**src/rtl/freqmeas.sv**
```systemverilog
// freqmeas: measures the period (rise to rise) and high time of a slow,
// asynchronous periodic signal in system clock cycles. It also reports
// when the period is stable (locked) and when the signal has stopped (stalled).
module freqmeas #(
  parameter int WIDTH       = 16,
  parameter int SYNC_STAGES = 2,
  parameter int LOCK_N      = 4
) (
  input  logic             clk,
  input  logic             reset,
  input  logic             sig_in,
  output logic [WIDTH-1:0] period,
  output logic [WIDTH-1:0] high_time,
  output logic             valid,
  output logic             locked,
  output logic             stalled
);

  localparam int MW = $clog2(LOCK_N + 1);

  localparam logic [WIDTH-1:0] CNT_MAX    = '1;
  localparam logic [WIDTH-1:0] CNT_ONE    = WIDTH'(1);
  localparam logic [MW-1:0]    MATCH_ONE  = MW'(1);
  localparam logic [MW-1:0]    MATCH_FULL = MW'(LOCK_N);

  localparam logic [1:0] WAIT_FIRST = 2'd0;
  localparam logic [1:0] MEASURE    = 2'd1;
  localparam logic [1:0] STALL      = 2'd2;

  logic [SYNC_STAGES-1:0] sync_q;
  logic                   s;
  logic                   s_d;
  logic                   rise;
  logic [WIDTH-1:0]       cnt;
  logic [WIDTH-1:0]       hcnt;
  logic [1:0]             state;
  logic [MW-1:0]          match_cnt;
  logic [MW-1:0]          next_match;

  assign s    = sync_q[SYNC_STAGES-1];
  assign rise = s & ~s_d;

  // Synchronizer chain and one-cycle delay of the synced signal for edge detect.
  always_ff @(posedge clk or posedge reset) begin
    if (reset) begin
      sync_q <= '0;
      s_d    <= 1'b0;
    end else begin
      sync_q <= {sync_q[SYNC_STAGES-2:0], sig_in};
      s_d    <= s;
    end
  end

  // Period and high-time counters: restart at 1 on each rise, otherwise count up and saturate.
  always_ff @(posedge clk or posedge reset) begin
    if (reset) begin
      cnt  <= '0;
      hcnt <= '0;
    end else if (rise) begin
      cnt  <= CNT_ONE;
      hcnt <= CNT_ONE;
    end else begin
      if (cnt != CNT_MAX) begin
        cnt <= cnt + CNT_ONE;
      end
      if (hcnt != CNT_MAX) begin
        hcnt <= hcnt + {{(WIDTH-1){1'b0}}, s};
      end
    end
  end

  // Match count a new measurement would produce; zero means no previous period to compare with.
  always_comb begin
    next_match = MATCH_ONE;
    if ((match_cnt != '0) && (cnt == period)) begin
      next_match = (match_cnt == MATCH_FULL) ? MATCH_FULL : match_cnt + MATCH_ONE;
    end
  end

  // Measurement FSM: captures results on each rise, tracks lock, and detects a stopped input.
  always_ff @(posedge clk or posedge reset) begin
    if (reset) begin
      state     <= WAIT_FIRST;
      period    <= '0;
      high_time <= '0;
      valid     <= 1'b0;
      locked    <= 1'b0;
      stalled   <= 1'b0;
      match_cnt <= '0;
    end else begin
      valid <= 1'b0;
      case (state)
        WAIT_FIRST: begin
          if (rise) begin
            state     <= MEASURE;
            match_cnt <= '0;
          end else if (cnt == CNT_MAX) begin
            state     <= STALL;
            stalled   <= 1'b1;
            locked    <= 1'b0;
            match_cnt <= '0;
          end
        end
        MEASURE: begin
          if (rise) begin
            period    <= cnt;
            high_time <= hcnt;
            valid     <= 1'b1;
            match_cnt <= next_match;
            locked    <= (next_match == MATCH_FULL);
          end else if (cnt == CNT_MAX) begin
            state     <= STALL;
            stalled   <= 1'b1;
            locked    <= 1'b0;
            match_cnt <= '0;
          end
        end
        STALL: begin
          if (rise) begin
            state     <= MEASURE;
            stalled   <= 1'b0;
            match_cnt <= '0;
          end
        end
        default: begin
          state <= WAIT_FIRST;
        end
      endcase
    end
  end

endmodule
```
**config.mk**
```make
export PLATFORM = sky130hd
export DESIGN_NAME = freqmeas
export DESIGN_NICKNAME = d
export VERILOG_FILES = /design/src/rtl/freqmeas.sv
export SDC_FILE = /design/constraint.sdc
export NUM_CORES = 1
export LEC_CHECK = 0
export CAP_MARGIN = 20
export CORE_MARGIN = 8
export CORE_UTILIZATION = 53
export CTS_BUF_LIST = sky130_fd_sc_hd__clkbuf_8
export CTS_CLUSTER_SIZE = 14
export DETAILED_ROUTE_END_ITERATION = 10
export PLACE_DENSITY_LB_ADDON = 0.15
export SLEW_MARGIN = 25
export SYNTH_ARGS = -nofsm -noshare
export SYNTH_HDL_FRONTEND = slang
export SYNTH_SLANG_ARGS = --single-unit
```
**constraint.sdc**
```tcl
create_clock -name clk -period 2.7 [get_ports clk]
set_clock_uncertainty 0.15 [all_clocks]
set_input_delay 0.81 -clock clk [delete_from_list [all_inputs] [get_ports clk]]
set_output_delay 0.81 -clock clk [all_outputs]
set_load 0.02 [all_outputs]
```
==> impl_metrics.csv <==
group,metric,value,unit
setup_path,critPathKind,"reg2out",
status,status,"completed",
cts,ctsResizeCount,0,
cts,cts_hold_buf,0,
synth,synthTopCellsByArea,"dfrtp_1 50%, nand2_1 11%, xnor2_1 4.2%, ha_1 3.0%, a21oi_1 2.9%",
sta,rsz0062_at_grt,"no",
grt,grt_use_total,18.0,%
finish,area_growth,19.9,%
synth,synth_area,3760,µm²
synth,synth_flop_cell,"dfrtp_1",
route,drc,0,
sta,setup_tns,0,ns
route,postRouteAntennaNets,0,
synth,yosys.area.top_type,"dfrtp_1",
sta,hold_viol,0,
setup_path,max_stage_delay,0.63,ns
cts,clockRootBuffer,"clkbuf_8",
setup_path,cp-startpoint,"period[13]$_DFFE_PP0P_",
finish,stdcell_count,552,
route,viasPerCell,5.66,
finish,drive_gt1_share,7.02,%
setup_path,critical_path.cell_chain,"clkdlybuf4s50_1",
sta,worst_pin_slew,0.758,ns
route,vias,3122,
power,power_leakage,2.02,nW
setup_path,cp_max_fo,3,
placed_design,portBuffers,37,
cts,clk_latency,0.35,ns
route,wire_per_inst,15.6,µm
placed_design,gp_congestion,0.816,
synth,synth.avg_cell_area,9.11,µm²
sta,max_freq,425,MHz
route,highest_layer,"met4",
synth,syn-instance-count,413,
grt,grt_pass1_wl,14.5,mm
synth,synth_edf_count,0,
cts,cts_buffer_depth,2,
setup_path,end_kind,"output pin",
route,wl,8.62,mm
sta,post-route-min-period,2.35,ns
finish,layout_commonest_cell,"nand2_1",
grt,antenna_found_initial,0,
power,peakVddDrop,393,µV
setup_path,reg2reg_from,"state[0]$_DFFE_PP0P_",
synth,yosysWarningCount,0,
placed_design,dp_hpwl,6.07,mm
sta,min_period_over_period,87.1,%
placed_design,dp_slack,0.623,ns
setup_path,slowest_stage,"clkdlybuf4s50_1",
sta,hold_ws,0.205,ns
route,wl_met1,4.09,mm
die,die_y,100,µm
synth,synthArstFlopShare,100,%
route,dr.pass1.iters,4,
setup_path,cp-start-kind,"flop",
cts,htreeDepth,3,
die,std_cell_rows,30,
synth,yosysTopAreaCellShare,49.9,%
finish,finalCoreUtilization,66.0,%
setup_path,path_buf_inv,1,
setup_path,crit_family,"buffers and inverters",
cts,post-cts-setup-buffers,0,
finish,n_antenna_cell,0,
synth,seq_area_frac_synth,49.9,%
hold_path,hold_path.class,"reg2reg",
synth,synth_cell_types,53,
hold_path,worstHoldStart,"sync_q[0]$_DFF_PP0_",
grt,grt_pass1_vias,3044,
cts,cts.clk_slew.worst_paths,0.08,ns
cts,cts.sinks,75,
die,die_w,100,µm
sta,setup_viol,0,
finish,nets,463,
placed_design,place_inst,536,
sta,relSlewSlack,49.0,%
power,powerDensity,693,nW/µm²
synth,syn-num-nets,425,
grt,overflow,0,
die,design.die.area,10100,µm²
route,route.met3.wl,379,µm
route,wl_met2,3.96,mm
sta,setup_slack,0.349,ns
die,pin_count,38,
run,cap_violations,0,
setup_path,critPathRequiredTime,1.74,ns
grt,grt_max_degree,30,
die,coreArea,6830,µm²
sta,slew_violations,0,
cts,cts_tree,"built",
cts,cts_buffers,9,
setup_path,arrival,1.39,ns
finish,layout_common_cells,"115 x nand2_1, 75 x dfrtp_1, 37 x clkdlybuf4s50_1",
synth,synth_seq_cells,75,
route,drt_iter0_drc,130,
die,start_util,55.1,%
[synth_stat cells (all sizes together), types with 4 or more instances]
library cell,count
nand2,115
dfrtp,75
a21oi,22
xnor2,18
clkbuf,15
nor2,13
o21ai,13
inv,12
nand3,11
nand4,10
ha,9
nor4,8
or3,8
buf,7
a31oi,6
and3,6
nor3,6
o31ai,6
nand2b,5
or4,5
a211oi,4
a41o,4
[registers in the layout, summed over array words and instances, names as in the netlist, 2 cells and up]
signal and cells:
hcnt 16, sync_q 2, match_cnt 3, high_time 16
state 2, cnt 16, period 16
[power breakdown]
group / total (W) / leakage, nW / internal [W] / switching [W]
Clock: 0.000948 / 0.112 / 0.000511 / 0.000437
Combinational: 0.000778 / 0.895 / 0.000346 / 0.000432
Sequential: 0.00140 / 1.01 / 0.00125 / 0.000149
[per-layer routing]
metal  vias up  track usage, %
li1       1517               -
met1      1509            22.5
met2        78            28.7
met3        18            3.53
met4         0            9.53
met5         -               0
[cells by family after synthesis]
kind of cell / count (synthesis) / share of synthesized area [%]
adder cells (fa/ha/maj): 9 / 2.99
buffers and inverters: 34 / 3.72
AO/OA/AOI/OAI: 76 / 13.4
XOR/XNOR: 18 / 4.19
AND/OR/NAND/NOR: 199 / 25.3
multiplexers: 2 / 0.532
flip-flops: 75 / 49.9
[through the flow]
step,area (µm²),total power [W]
floorplan,3770,0.00188
global placement,4300,0.00217
detailed placement,4300,0.00220
CTS,4510,0.00314
global route,4510,0.00327
finish,4510,0.00313
[final cells by class]
class / count / area, µm²
Fill cell: 600 / 2320
Sequential cell: 75 / 1880
Multi-Input combinational cell: 304 / 1750
Timing Repair Buffer: 49 / 510
Clock buffer: 9 / 124
Tap cell: 96 / 120
Clock inverter: 7 / 85.1
Inverter: 12 / 48.8
[worst paths after layout]
path	cells after the start	to	slack, ns
max reg2reg	6	match_cnt[2]$_DFFE_PP0P_	0.60
min in group asynchronous	2	sync_q[0]$_DFF_PP0_	0.69
min reg2reg	0	sync_q[1]$_DFF_PP0_	0.20
max in group asynchronous	3	period[12]$_DFFE_PP0P_	1.23
min	0	sync_q[1]$_DFF_PP0_	0.20
max	1	period[13]	0.35
(Power assumes the default switching activity.)
